File: src/rtl/dmem_arbiter.sv
// Two-port load/store arbiter and sequencer for the byte-addressed data memory.
// Optional feature: define DMEM_ARB_RR_EN for round-robin arbitration (default is fixed priority).
module dmem_arbiter #(
  parameter int PC_WIDTH = 32,
  parameter int DATA_W   = 32,
  parameter int STORE_M  = 2,
  parameter int M_STACK  = 1024
) (
  input  logic                clk,
  input  logic                n_rst,

  input  logic                rq0_valid,
  output logic                rq0_ready,
  input  logic                rq0_we,
  input  logic [PC_WIDTH-1:0] rq0_addr,
  input  logic [2:0]          rq0_mode,
  input  logic [DATA_W-1:0]   rq0_wdata,
  output logic                rq0_rvalid,
  output logic [DATA_W-1:0]   rq0_rdata,
  output logic                rq0_err,

  input  logic                rq1_valid,
  output logic                rq1_ready,
  input  logic                rq1_we,
  input  logic [PC_WIDTH-1:0] rq1_addr,
  input  logic [2:0]          rq1_mode,
  input  logic [DATA_W-1:0]   rq1_wdata,
  output logic                rq1_rvalid,
  output logic [DATA_W-1:0]   rq1_rdata,
  output logic                rq1_err,

  output logic                m_wr_en,
  output logic [PC_WIDTH-1:0] m_rd_addr,
  output logic [PC_WIDTH-1:0] m_wr_addr,
  output logic [STORE_M-1:0]  m_mode,
  output logic [DATA_W-1:0]   m_d_in,
  input  logic [DATA_W-1:0]   m_d_out
);

  typedef enum logic [1:0] {
    ST_IDLE   = 2'd0,
    ST_ACCESS = 2'd1,
    ST_RESP   = 2'd2
  } state_t;

  state_t              r_state;
  logic                r_id;
  logic                r_we;
  logic [PC_WIDTH-1:0] r_addr;
  logic [2:0]          r_mode;
  logic [DATA_W-1:0]   r_wdata;
  logic                r_err;
  logic                r_wr_en;
  logic                r_rvalid;
  logic                r_rsp_id;
  logic [DATA_W-1:0]   r_rdata;
  logic                r_rsp_err;

  logic                w_pick1;
  logic                w_gnt0;
  logic                w_gnt1;
  logic                w_accept;
  logic                w_sel_we;
  logic [PC_WIDTH-1:0] w_sel_addr;
  logic [2:0]          w_sel_mode;
  logic [DATA_W-1:0]   w_sel_wdata;
  logic [2:0]          w_size_m1;
  logic [PC_WIDTH:0]   w_end;
  logic                w_illegal;
  logic                w_misalign;
  logic                w_oor;
  logic                w_err;
  logic [DATA_W-1:0]   w_ext;

`ifdef DMEM_ARB_RR_EN
  logic r_rr;
  // r_rr names the requester preferred when both are valid
  assign w_pick1 = rq1_valid & (~rq0_valid | r_rr);

  always_ff @(posedge clk or negedge n_rst) begin
    if (!n_rst) begin
      r_rr <= 1'b0;
    end else if (w_accept) begin
      r_rr <= ~w_pick1;
    end
  end
`else
  assign w_pick1 = rq1_valid & ~rq0_valid;
`endif

  assign w_gnt1   = w_pick1;
  assign w_gnt0   = rq0_valid & ~w_pick1;
  assign w_accept = (r_state == ST_IDLE) & (w_gnt0 | w_gnt1);

  // ready is gated by reset so every output reads 0 while n_rst is low
  assign rq0_ready = n_rst & (r_state == ST_IDLE) & w_gnt0;
  assign rq1_ready = n_rst & (r_state == ST_IDLE) & w_gnt1;

  assign w_sel_we    = w_pick1 ? rq1_we    : rq0_we;
  assign w_sel_addr  = w_pick1 ? rq1_addr  : rq0_addr;
  assign w_sel_mode  = w_pick1 ? rq1_mode  : rq0_mode;
  assign w_sel_wdata = w_pick1 ? rq1_wdata : rq0_wdata;

  always_comb begin
    w_size_m1 = 3'd0;
    case (w_sel_mode[1:0])
      2'b01:   w_size_m1 = 3'd1;
      2'b10:   w_size_m1 = 3'd3;
      default: w_size_m1 = 3'd0;
    endcase
  end

  // one extra bit so an address that wraps past 2^PC_WIDTH still fails the bound
  assign w_end = {1'b0, w_sel_addr} + (PC_WIDTH+1)'(w_size_m1);
  assign w_oor = (w_end >= (PC_WIDTH+1)'(M_STACK));

  assign w_illegal  = (w_sel_mode == 3'b011) | (w_sel_mode == 3'b110) |
                      (w_sel_mode == 3'b111) | (w_sel_we & w_sel_mode[2]);
  assign w_misalign = ((w_sel_mode[1:0] == 2'b01) & w_sel_addr[0]) |
                      ((w_sel_mode[1:0] == 2'b10) & (w_sel_addr[1:0] != 2'b00));
  assign w_err      = w_illegal | w_misalign | w_oor;

  always_comb begin
    w_ext = m_d_out;
    case (r_mode)
      3'b000:  w_ext = {{(DATA_W-8){m_d_out[7]}},   m_d_out[7:0]};
      3'b100:  w_ext = {{(DATA_W-8){1'b0}},         m_d_out[7:0]};
      3'b001:  w_ext = {{(DATA_W-16){m_d_out[15]}}, m_d_out[15:0]};
      3'b101:  w_ext = {{(DATA_W-16){1'b0}},        m_d_out[15:0]};
      default: w_ext = m_d_out;
    endcase
  end

  always_ff @(posedge clk or negedge n_rst) begin
    if (!n_rst) begin
      r_state   <= ST_IDLE;
      r_id      <= 1'b0;
      r_we      <= 1'b0;
      r_addr    <= '0;
      r_mode    <= '0;
      r_wdata   <= '0;
      r_err     <= 1'b0;
      r_wr_en   <= 1'b0;
      r_rvalid  <= 1'b0;
      r_rsp_id  <= 1'b0;
      r_rdata   <= '0;
      r_rsp_err <= 1'b0;
    end else begin
      case (r_state)
        ST_IDLE: begin
          r_rvalid <= 1'b0;
          if (w_accept) begin
            r_id    <= w_pick1;
            r_we    <= w_sel_we;
            r_addr  <= w_sel_addr;
            r_mode  <= w_sel_mode;
            r_wdata <= w_sel_wdata;
            r_err   <= w_err;
            r_wr_en <= w_sel_we & ~w_err;
            r_state <= ST_ACCESS;
          end
        end
        ST_ACCESS: begin
          r_wr_en   <= 1'b0;
          r_rvalid  <= 1'b1;
          r_rsp_id  <= r_id;
          r_rsp_err <= r_err;
          r_rdata   <= (r_we | r_err) ? '0 : w_ext;
          r_state   <= ST_RESP;
        end
        ST_RESP: begin
          r_rvalid <= 1'b0;
          r_state  <= ST_IDLE;
        end
        default: begin
          r_wr_en  <= 1'b0;
          r_rvalid <= 1'b0;
          r_state  <= ST_IDLE;
        end
      endcase
    end
  end

  assign m_wr_en   = r_wr_en;
  assign m_rd_addr = r_addr;
  assign m_wr_addr = r_addr;
  assign m_mode    = r_mode[STORE_M-1:0];
  assign m_d_in    = r_wdata;

  assign rq0_rvalid = r_rvalid & ~r_rsp_id;
  assign rq1_rvalid = r_rvalid &  r_rsp_id;
  assign rq0_rdata  = r_rsp_id ? '0 : r_rdata;
  assign rq1_rdata  = r_rsp_id ? r_rdata : '0;
  assign rq0_err    = r_rsp_err & ~r_rsp_id;
  assign rq1_err    = r_rsp_err &  r_rsp_id;

endmodule

File: config.mk
export PLATFORM = sky130hd
export DESIGN_NAME = dmem_arbiter
export DESIGN_NICKNAME = d
export VERILOG_FILES = /design/src/rtl/dmem_arbiter.sv
export SDC_FILE = /design/constraint.sdc
export NUM_CORES = 1
export LEC_CHECK = 0
export CAP_MARGIN = 40
export CORE_AREA = 2 2 134 136
export DETAILED_ROUTE_END_ITERATION = 6
export DIE_AREA = 0 0 136 138
export PLACE_DENSITY = 0.77
export SKIP_LAST_GASP = 1
export SYNTH_ARGS = -nofsm -noshare
export SYNTH_HDL_FRONTEND = slang
export SYNTH_SLANG_ARGS = --single-unit
File: constraint.sdc
create_clock -name clk -period 3.69 [get_ports clk]
set_input_delay 0.369 -clock clk [delete_from_list [all_inputs] [get_ports clk]]
set_output_delay 0.369 -clock clk [all_outputs]
set_load 0.01 [all_outputs]
==> summary.txt, run 1 <==
worst-margin pin slew: 0.804 ns
RR Endpoint: m_d_in[17]
area added between synthesis and finish: 60.6%
Final Hold Fails: 0
Reg2Reg Launch Point: r_state[1]
post-synthesis cell area: 6470 um^2
DR DRC count: 0
Reg area: 2700 um^2
final setup fails: 0
total global-route track usage: 24.3%
Worst EP required: 3.93 ns
share of cells above drive strength 1: 7.22%
cell taking the most area after synthesis: dfrtp_1
Layout Cells excl Fill: 1309
# rows: 49
Clock Latency Late Sink: 0.35 ns
Max Transition Viols Final: 0
Routed WL: 23100 um
CP max-delay cell: a2111o_1
CTS tree: built
Critical Path AT: 3.76 ns
Async S/R FF share, synth: 100%
Max Root-Sink Buffers: 2
Period minus WS final: 3.51 ns
initial antenna violation count: 0
GR Overflow Total: 0
worst hold slack: 0.495 ns
core area: 17500 um^2
Worst R2R Setup Slack: 1.58 ns
diode count: 0
dpl hpwl: 17700 um
commonest non-fill, non-tap cell in the layout: clkdlybuf4s50_1
cell breakdown of the critical path: dlygate4sd2_1 -> nor2b_4 -> mux2i_4 -> xor2_1 -> ha_2 -> inv_1 -> fa_2 -> buf_4 -> nor4b_4 -> o21bai_4 -> buf_4 -> nor4_1 -> xor2_1 -> nand2_1 -> a2111o_1 -> o22a_1
Pleak: 0.00439 uW
synthesized area per cell: 8.39 um^2
Starting Density: 36.9%
Max Cap Viol: 0
Cells after DPL: 1290
number of vias per cell: 5.10
crit-path max FO: 5
Area contributors post-synth: dfrtp_1 (42%), nand2_1 (10%), mux2i_1 (5.9%), nor2b_1 (5.0%), o21ai_0 (4.4%)
Vias: 6675
Yosys reg bits: 108
most frequent cells in the layout: clkdlybuf4s50_1 (337), nand2_1 (179), dfrtp_1 (108)
port buffer count: 340
nature of the critical path startpoint: primary input
global-route wire length before repair: 35700 um
H-tree depth: 3
Final Util: 59.2%
Net Count, Synth: 946
fillers: 1557
worst rel slew slack: 46.4%
Root Buffer: clkbuf_16
PwrDens: 552 nW/um^2
Die Span Y: 138 um
Post-synth EDFFs: 0
Routed wire per std cell: 17.6 um
prevailing post-synth register cell: dfrtp_1
outcome: complete, no violations
largest net degree at the start of global routing: 57
1st-iter DRT viols: 421
Seq/Total Area, Yosys: 41.8%
Yosys cell types: 53
antenna violation net count after detailed routing: 0
hold crit path type: in2async
die width: 136 um
Buf/Inv on CP: 4
Post-Route Skew: 0.00606 ns
clock sink total: 108
drt pass-1 iters: 5
Worst Setup End Kind: flop
setup tns final: 0 ns
RSZ-0062 raised after global routing: false
nets@finish: 1252
CP top delay family: simple AND/OR/NAND/NOR gates
clock-pin slew on the worst setup and hold paths: 0.07 ns
num ports: 341
worst-case reg-to-reg path depth: 6
placer congestion estimate: 0.911
Max Fclk: 285 MHz
Yosys top cell area share: 41.8%
Final Cycle Share: 95.2%
CTS Buf Count: 9
yosys warns: 0
vias in the first global route: 6437
Die Area: 18800 um^2
Mapped Cells: 771
largest stage delay on the critical path: 0.41 ns
critical path class: in2reg
Multi-input gate area: 3390 um^2
VDD IR max: 0.361 mV
-- worst max path at each step --
stage          startpoint     to  slack, ns  cells past startpoint
4_1_cts         rq1_valid  r_err       0.10                     17
5_1_grt         rq1_valid  r_err      0.005                     17
2_1_floorplan   rq1_valid  r_err       0.03                     17
3_5_place_dp    rq0_valid  r_err      -0.40                     14
3_3_place_gp    rq0_valid  r_err      -0.26                     15
6_report        rq0_valid  r_err       0.18                     16
-- layout make-up --
type | instances | area share, %
Clock inverter | 4 | 0.494
Inverter | 8 | 0.289
Multi-Input combinational cell | 572 | 32.6
Timing Repair Buffer | 378 | 35.6
Tap cell | 229 | 2.76
Sequential cell | 108 | 26.0
Clock buffer | 10 | 2.20
-- timing repair --
item / 4_1_cts / 5_1_grt
setup buffers: 4 / 0
pin swaps: 14 / 4
gates resized for setup: 13 / 1
endpoints found under the hold margin: 13 / 0
setup endpoints to repair: 1 / 2
hold buffers: 1 / 0
-- registers in the layout (all words and copies together) (netlist names), 2 cells and up --
register and cells:
r_rdata 32, m_d_in 32, r_mode 3, m_rd_addr 32, r_state 2
-- routing by layer --
metal | up-vias | GRT usage, % | wire length, um
li1 | 3198 | - | -
met4 | 0 | 6.36 | 379
met2 | 298 | 42.2 | 11600
met5 | - | 0 | 0
met1 | 3147 | 31.2 | 9430
met3 | 32 | 4.25 | 1640
-- synthesized netlist by cell type, types with 2 or more instances --
library cell,number
xor2_1,6
buf_6,3
o31a_1,2
o21ai_1,2
nand4_1,6
nand3b_1,4
nor4_1,4
dfrtp_1,108
clkbuf_1,36
and3_1,10
nand3_1,4
or4_1,2
a21oi_1,8
mux2_2,3
inv_1,8
a31oi_1,43
a22o_1,16
a22oi_1,3
nand2_1,179
o21ai_0,57
buf_4,37
o31ai_1,2
ha_1,2
a21o_1,3
xnor2_1,3
nand2b_1,4
nor2b_1,52
o211ai_1,3
nor3_1,8
o22a_1,2
o2111ai_2,2
a2111o_1,2
and2_1,35
nor2_1,51
buf_1,6
mux2i_1,38
-- metrics by stage --
stage	instance area, um^2	total power [uW]	worst slack (ns)
after floorplan	6520	3360	0.0268
after global placement	9980	4750	-0.263
after detailed placement	10000	4790	-0.403
after CTS	10400	5800	0.102
after global routing	10400	6110	0.00470
final	10400	5740	0.176
-- power breakdown --
| part | switching (uW) | total [uW] | leakage, uW | internal (uW) |
|---|---|---|---|---|
| clock network | 445 | 966 | 0.000135 | 521 |
| registers | 344 | 1940 | 0.00133 | 1590 |
| logic | 1350 | 2830 | 0.00293 | 1490 |
| total | 2130 | 5740 | 0.00439 | 3600 |
-- cell families after synthesis --
logic type,Yosys count,share of synthesized area (%)
simple gates,369,27.2
compound gates,149,14.6
flops,108,41.8
buf+inv,91,7.80
mux,42,6.62
xor+xnor,9,1.22
fa+ha+maj,3,0.696
No activity file was read; power rests on OpenSTA's default activity.
==> run 2: changes to the inputs <==
--- a/config.mk
+++ b/config.mk
@@ -9,6 +9,7 @@
 export CORE_AREA = 2 2 134 136
 export DETAILED_ROUTE_END_ITERATION = 6
 export DIE_AREA = 0 0 136 138
+export GPL_TIMING_DRIVEN = 0
 export PLACE_DENSITY = 0.77
 export SKIP_LAST_GASP = 1
 export SYNTH_ARGS = -nofsm -noshare
==> run 2 against run 1 <==
Compared with the run above:
- sequential share of layout area down 0.68 points
- core utilization grew 1.6 points
- die area stayed put
- routed wire length grew 4.3%
- total power up 8.4%
- global-route usage up 1.1 points
- cell count grew 4.0%
- largest cell class unchanged
- critical path depth unchanged
- sequential power barely moved
- maximum frequency increased by 2.5%
- combinational power is 13% higher
- hold slack lost 0.24 ns
==> summary.txt, run 2 (synthesized netlist as in run 1, its figures left out) <==
CP max-delay cell: or4b_1
number of vias per cell: 5.05
critical path class: in2reg
Routed WL: 24100 um
fillers: 1590
nets@finish: 1303
1st-iter DRT viols: 392
Vias: 6875
H-tree depth: 3
Pleak: 0.00453 uW
vias in the first global route: 6772
Hold Startpoint: rq0_valid
# rows: 49
Clock Latency Late Sink: 0.35 ns
Reg area: 2700 um^2
final instance area: 10700 um^2
GR Overflow Total: 0
initial antenna violation count: 0
clock-pin slew on the worst setup and hold paths: 0.07 ns
worst rel slew slack: 51.4%
placed instance area: 10200 um^2
worst-margin pin slew: 0.721 ns
port buffer count: 338
Critical Path AT: 3.67 ns
Reg2Reg Launch Point: r_state[0]
hold crit path type: in2reg
commonest non-fill, non-tap cell in the layout: clkdlybuf4s50_1
Root Buffer: clkbuf_16
die width: 136 um
Worst Setup End Kind: flop
global-route wire length before repair: 37500 um
Max Root-Sink Buffers: 2
most frequent cells in the layout: clkdlybuf4s50_1 (337), nand2_1 (179), dfrtp_1 (108)
Period minus WS final: 3.43 ns
Die Area: 18800 um^2
Worst EP required: 3.93 ns
nature of the critical path startpoint: primary input
Final Hold Fails: 0
CTS tree: built
RSZ-0062 raised after global routing: false
num ports: 341
Post-Route Skew: 0.00718 ns
clock sink total: 108
Max Cap Viol: 0
Starting Density: 36.9%
Multi-input gate area: 3350 um^2
PwrDens: 583 nW/um^2
diode count: 0
DR DRC count: 0
crit-path max FO: 8
area added between synthesis and finish: 65.0%
VDD IR max: 0.481 mV
CTS Buf Count: 9
final setup fails: 0
Die Span Y: 138 um
placer congestion estimate: 0.928
antenna violation net count after detailed routing: 0
Routed wire per std cell: 17.7 um
worst hold slack: 0.254 ns
share of cells above drive strength 1: 7.59%
setup tns final: 0 ns
Final Util: 60.8%
drt pass-1 iters: 5
dpl hpwl: 19100 um
outcome: complete, no violations
Max Transition Viols Final: 0
crit path launch: rq1_valid
largest stage delay on the critical path: 0.53 ns
Max Fclk: 292 MHz
core area: 17500 um^2
total global-route track usage: 25.4%
Final Cycle Share: 92.9%
cell breakdown of the critical path: buf_4 -> nor2b_4 -> buf_12 -> mux2i_4 -> xor2_1 -> ha_1 -> inv_1 -> fa_2 -> nand2b_1 -> nor4_4 -> nor2_1 -> or4b_1 -> nand3_1 -> nand4_1 -> a2111o_1 -> o22a_1
largest net degree at the start of global routing: 62
-- run 2: cell types whose count changed in the layout (fill, tap and decap cells not counted), moves of 2 or more --
cell | previous run | this run
clkbuf_1 | 1 | 35
buf_1 | 0 | 6
buf_4 | 37 | 43
buf_6 | 0 | 3
clkbuf_8 | 0 | 2
dlygate4sd2_1 | 2 | 0
-- run 2: cell type report --
cell class,instances,area share (%)
clock inverters,5,0.762
repair buffers,348,32.6
clock buffers,11,2.37
multi-input cells,572,31.4
flip-flops and latches,108,25.3
well taps,229,2.69
inverters,8,0.281
plain buffers,81,4.56
-- run 2: metrics by stage --
step           worst slack (ns)  instances  power [uW]
2_1_floorplan            0.0268        771        3360
3_3_place_gp              -2.41       1338        5080
3_5_place_dp             -0.657       1341        5150
4_1_cts                  0.0112       1356        6270
5_1_grt                  0.0577       1362        6630
6_report                  0.262       1362        6220
-- run 2: worst max-delay path: cells and delay by family --
kind            cells  cell delay (ns)
mux                 1             0.26
buf+inv             3             0.34
fa+ha+maj           2             0.56
xor+xnor            1             0.18
compound gates      2             0.54
simple gates        7             1.43
-- run 2: worst paths after layout --
kind	endpoint	slack, ns	depth (start not counted)
worst max-delay path	r_err	0.26	16
worst min-delay path	r_id	0.25	2
worst max register to register	m_d_in[13]	1.07	7
worst min register to register	r_we	0.49	1
max in group asynchronous	m_rd_addr[16]	2.47	3
min in group asynchronous	m_d_in[14]	0.55	2
-- run 2: repair_timing --
action	4_1_cts	5_1_grt
endpoints found under the setup margin	2	2
resized for setup	6	5
hold buffers	1	0
setup buffers	0	6
hold endpoints to repair	48	0
-- run 2: report_power, final --
part           switching [uW]  internal, uW  leakage [uW]
Combinational            1500          1710       0.00303
Clock                     463           635      0.000162
Sequential                318          1590       0.00133
-- run 2: metal layers --
metal / routed length (um) / GRT usage, %
met1: 9990 / 32.8
met2: 11900 / 43.6
met3: 1720 / 4.99
met4: 463 / 6.41
met5: 0 / 0
